<file path="src/rtl/param_unlock_fsm.sv">
// Serial password-unlock controller. A password of PWD_LEN bits arrives
// MSB first over a valid/ready bit stream and is compared with PASSWORD.
// The FSM has two states. COLLECT gathers frames of PWD_LEN bits. LOCKOUT
// is entered after MAX_TRIES consecutive wrong entries and lasts a fixed time.
// A partial entry that stays idle too long is discarded.
module param_unlock_fsm #(
  parameter int                 PWD_LEN        = 4,
  parameter logic [PWD_LEN-1:0] PASSWORD       = 4'b1011,
  parameter int                 MAX_TRIES      = 3,
  parameter int                 LOCKOUT_CYCLES = 16,
  parameter int                 TIMEOUT_CYCLES = 8
) (
  input  logic                             clk,
  input  logic                             reset,
  input  logic                             serial_valid,
  input  logic                             serial_data,
  output logic                             serial_ready,
  output logic                             unlock,
  output logic                             pwd_incorrect,
  output logic                             locked_out,
  output logic                             entry_timeout,
  output logic [$clog2(MAX_TRIES+1)-1:0]   fail_count
);

  localparam int CNT_W  = $clog2(PWD_LEN);
  localparam int FAIL_W = $clog2(MAX_TRIES + 1);
  localparam int LOCK_W = $clog2(LOCKOUT_CYCLES + 1);
  localparam int IDLE_W = (TIMEOUT_CYCLES > 0) ? $clog2(TIMEOUT_CYCLES + 1) : 1;

  localparam logic [CNT_W-1:0]  LAST_BIT   = CNT_W'(PWD_LEN - 1);
  localparam logic [FAIL_W-1:0] LAST_TRY   = FAIL_W'(MAX_TRIES - 1);
  localparam logic [FAIL_W-1:0] ALL_TRIES  = FAIL_W'(MAX_TRIES);
  localparam logic [LOCK_W-1:0] LOCK_LOAD  = LOCK_W'(LOCKOUT_CYCLES - 1);
  localparam logic [IDLE_W-1:0] IDLE_LAST  = (TIMEOUT_CYCLES > 0) ? IDLE_W'(TIMEOUT_CYCLES - 1) : '0;
  localparam bit                TIMEOUT_EN = (TIMEOUT_CYCLES > 0);

  typedef enum logic {
    COLLECT = 1'b0,
    LOCKOUT = 1'b1
  } state_e;

  state_e              state_q, state_d;
  logic [PWD_LEN-2:0]  shift_q, shift_d;
  logic [CNT_W-1:0]    bit_cnt_q, bit_cnt_d;
  logic [FAIL_W-1:0]   fail_q, fail_d;
  logic [LOCK_W-1:0]   lock_q, lock_d;
  logic [IDLE_W-1:0]   idle_q, idle_d;
  logic                timeout_q, timeout_d;
  logic [PWD_LEN-1:0]  shifted;
  logic                accept;

  assign serial_ready  = (state_q == COLLECT) & reset;
  assign accept        = serial_valid & serial_ready;
  assign shifted       = {shift_q, serial_data};
  assign locked_out    = (state_q == LOCKOUT);
  assign entry_timeout = timeout_q;
  assign fail_count    = fail_q;

  // State register: reset throws away any partial entry, count or lockout.
  always_ff @(posedge clk or negedge reset) begin
    if (!reset) begin
      state_q   <= COLLECT;
      shift_q   <= '0;
      bit_cnt_q <= '0;
      fail_q    <= '0;
      lock_q    <= '0;
      idle_q    <= '0;
      timeout_q <= 1'b0;
    end else begin
      state_q   <= state_d;
      shift_q   <= shift_d;
      bit_cnt_q <= bit_cnt_d;
      fail_q    <= fail_d;
      lock_q    <= lock_d;
      idle_q    <= idle_d;
      timeout_q <= timeout_d;
    end
  end

  // Next-state logic and Mealy verdict pulses. The final bit is judged in
  // its own cycle because it is combined with the stored shift contents.
  always_comb begin
    state_d       = state_q;
    shift_d       = shift_q;
    bit_cnt_d     = bit_cnt_q;
    fail_d        = fail_q;
    lock_d        = lock_q;
    idle_d        = idle_q;
    timeout_d     = 1'b0;
    unlock        = 1'b0;
    pwd_incorrect = 1'b0;

    case (state_q)
      COLLECT: begin
        if (accept) begin
          idle_d = '0;
          if (bit_cnt_q == LAST_BIT) begin
            bit_cnt_d = '0;
            shift_d   = '0;
            if (shifted == PASSWORD) begin
              unlock = 1'b1;
              fail_d = '0;
            end else begin
              pwd_incorrect = 1'b1;
              if (fail_q == LAST_TRY) begin
                fail_d  = ALL_TRIES;
                lock_d  = LOCK_LOAD;
                state_d = LOCKOUT;
              end else begin
                fail_d = fail_q + 1'b1;
              end
            end
          end else begin
            shift_d   = shifted[PWD_LEN-2:0];
            bit_cnt_d = bit_cnt_q + 1'b1;
          end
        end else if (TIMEOUT_EN && (bit_cnt_q != '0)) begin
          if (idle_q == IDLE_LAST) begin
            bit_cnt_d = '0;
            shift_d   = '0;
            idle_d    = '0;
            timeout_d = 1'b1;
          end else begin
            idle_d = idle_q + 1'b1;
          end
        end
      end

      LOCKOUT: begin
        if (lock_q == '0) begin
          state_d   = COLLECT;
          fail_d    = '0;
          bit_cnt_d = '0;
          shift_d   = '0;
          idle_d    = '0;
        end else begin
          lock_d = lock_q - 1'b1;
        end
      end

      default: state_d = COLLECT;
    endcase
  end

endmodule

</file>
<file path="config.mk">
export PLATFORM = sky130hd
export DESIGN_NAME = param_unlock_fsm
export DESIGN_NICKNAME = d
export VERILOG_FILES = /design/src/rtl/param_unlock_fsm.sv
export SDC_FILE = /design/constraint.sdc
export NUM_CORES = 1
export LEC_CHECK = 0
export ABC_AREA = 1
export ABC_CLOCK_PERIOD_IN_PS = 1450
export BUFFER_PORTS_ARGS = -buffer_cell sky130_fd_sc_hd__buf_2
export CAP_MARGIN = 0
export CORE_UTILIZATION = 35
export DETAILED_ROUTE_END_ITERATION = 10
export PLACE_DENSITY = 0.61
export SYNTH_ARGS = -nofsm -noshare
export SYNTH_HDL_FRONTEND = slang
export SYNTH_SLANG_ARGS = --single-unit
</file>
<file path="constraint.sdc">
create_clock -name clk -period 1.45 [get_ports clk]
set_clock_uncertainty 0.1 [all_clocks]
set_input_delay 0.145 -clock clk [delete_from_list [all_inputs] [get_ports clk]]
set_output_delay 0.145 -clock clk [all_outputs]
set_load 0.005 [all_outputs]
</file>
==> results_dict.tcl <==
set metrics [dict create \
    tns_ps -61.5 \
    drt_iter0_markers 24 \
    netlist_instances 116 \
    max_freq_mhz 662 \
    power_leakage_nw 0.701 \
    areaGrowthSynthToFinish_pct 36.6 \
    grt_max_degree 11 \
    total_power_mw 2.13 \
    setup_violations 1 \
    fin_crit_sh_pct 104 \
    synth_seq_area_share_pct 46.0 \
    p_per_area_mw_per_mm2 1590 \
    grt_overflow 0 \
    hold_viol_final 0 \
    ff2ff_path_depth 8 \
    firstDrtPassIters 4 \
    grt_pass1_vias 848 \
    antenna_found_initial 0 \
    violations "setup timing" \
    die-area_mm2 0.00301 \
    rows 18 \
    drv_cap 0 \
    crit_cells 6 \
    synth-edff-count 0 \
    hp-class "input pin to flop" \
    end_kind "primary output" \
    yosysTopAreaCell "dfrtp_1" \
    crit_required_ps 1210 \
    initial_core_util_pct 38.1 \
    gp_congestion 0.822 \
    antenna_cells 0 \
    ir_worst_vdd_mv 0.844 \
    drive_above_1_share_pct 39.2 \
    maxSlewViolCount 0 \
    fin_cells 183 \
    worst_pin_slew_ps 442 \
    grt_pass1_wl_mm 3.57 \
    worstPathMaxFanout 2 \
    rsz0062_at_grt "yes" \
    crit_top_cell "inv_2" \
    post-route-drc-count 0 \
    start_kind "flop" \
    ios 11 \
    synth_area_leaders "dfrtp_1, nand2_1, ha_1" \
    synthArstFlopShare_pct 100 \
    cts_made_buffers 3 \
    dp_slack_ps 38.6 \
    syn_nets 125 \
    slew_headroom_pct 70.4 \
    place_hpwl_mm 1.51 \
    crit_buf_inv 3 \
    synth_top_area_share_pct 46.0 \
    max_stage_delay_ps 390 \
    vias 885 \
    cts_tree "yes" \
    grt_use_total_pct 17.4 \
    portBuffers 10 \
    finalWirelength_mm 2.19 \
    layout.nets 163 \
    layout_setup_ws_ps -61.5 \
    clock_latency_ps 290 \
    root_buffer "clkbuf_4" \
    synthFlopType "dfrtp_1" \
    die_y_um 54.9 \
    h-tree-depth 1 \
    synth.avg_cell_area_um2 8.43 \
    wl_per_cell_um 11.9 \
    viasPerCell 4.84 \
    path_cells "ha_2 -> inv_2 -> nor2_4 -> nand2_2 -> inv_2 -> buf_6" \
    core_mm2 0.00257 \
    die_w_um 54.9 \
    critPathTopFamily "flip-flops" \
    critPathArrivalTime_ps 1270 \
    fin_crit_ps 1510 \
    final_cell_mix "nand2_1, dfrtp_1, buf_4" \
    clkTransAtPathRegs_ps 100 \
    dp_cells 161 \
    cts_sinks 18 \
    num-fill-cells 263 \
    outcome "finished with violations" \
    layout_commonest_cell "nand2_1" \
    netlist_area_um2 978 \
    hold_path_depth 4 \
    antenna_left 0 \
    crit_type "flop to primary output" \
    synth-seq-cells 18 \
    ys_types 21 \
    yosysWarnings 0 \
    cp_slowest_cell "dfrtp_1" \
    cts_buffer_depth 2 \
]
report_power, final:
| part | switching, mW | internal [mW] |
|---|---|---|
| clock network | 0.155 | 0.153 |
| registers | 0.160 | 0.685 |
| logic | 0.517 | 0.454 |
area by class of cell:
class	count	area [um^2]	area share (%)
clock buffers	4	36.3	2.72
inverters	18	67.6	5.06
multi-input cells	80	500	37.5
flip-flops and latches	18	450	33.7
well taps	30	37.5	2.81
repair buffers	33	244	18.3
worst paths after layout:
| path | from | end | slack (ps) |
|---|---|---|---|
| worst max-delay path | bit_cnt_q[1] | pwd_incorrect | -60 |
| worst min-delay path | serial_valid | entry_timeout | 110 |
| worst max register to register | bit_cnt_q[1] | idle_q[3] | 60 |
| worst min register to register | shift_q[2] | shift_q[2] | 410 |
| max in group asynchronous | reset | fail_count[1] | 540 |
| min in group asynchronous | reset | idle_q[2] | 360 |
worst min-delay path, delay by kind of cell:
kind                   cells  cell delay [ps]
AND/OR/NAND/NOR            2              110
buffers and inverters      1              120
AO/OA/AOI/OAI              1               90
flip-flops by register name (all words and copies together), names as in the netlist:
name           cells
fail_count         2
locked_out         1
lock_q             5
shift_q            3
bit_cnt_q          2
idle_q             4
entry_timeout      1
through the flow:
stage | area, um^2 | util, % | hold WS (ps)
after floorplan | 978 | - | -251
after global placement | 1100 | 43.0 | 53.4
after detailed placement | 1100 | 43.0 | 59.1
after CTS | 1220 | 47.7 | 88.4
after global routing | 1340 | 52.0 | 123
final | 1340 | 52.0 | 108
cell families after synthesis:
family | share of synthesized area, %
flip-flops | 46.0
AND/OR/NAND/NOR | 33.4
adder cells (fa/ha/maj) | 6.39
buffers and inverters | 6.90
AO/OA/AOI/OAI | 7.29
cells in the mapped netlist (2+ instances only):
library cell / n
nand2_1: 30
inv_1: 15
nand3_1: 12
nor2_1: 6
o21ai_1: 8
nand3_4: 2
nand4_1: 3
inv_2: 3
ha_1: 5
dfrtp_1: 18
nor2_4: 2
nand2_2: 3
timing repair:
action                                 in CTS  in global routing
pin swaps                                   3                  8
gates resized for setup                     5                 12
buffers inserted                            6                 10
hold buffers                                3                  0
endpoints found under the hold margin      19                  0
setup endpoints to repair                   2                 16
per-layer routing:
layer	part of all wire, %	routed length (um)	global-route usage (%)
met2	48	1050	27.1
met1	46	997	22.2
met5	0	0	0
met4	1.5	33	9.83
met3	4.9	107	3.33
No activity file was read; power rests on OpenSTA's default activity.
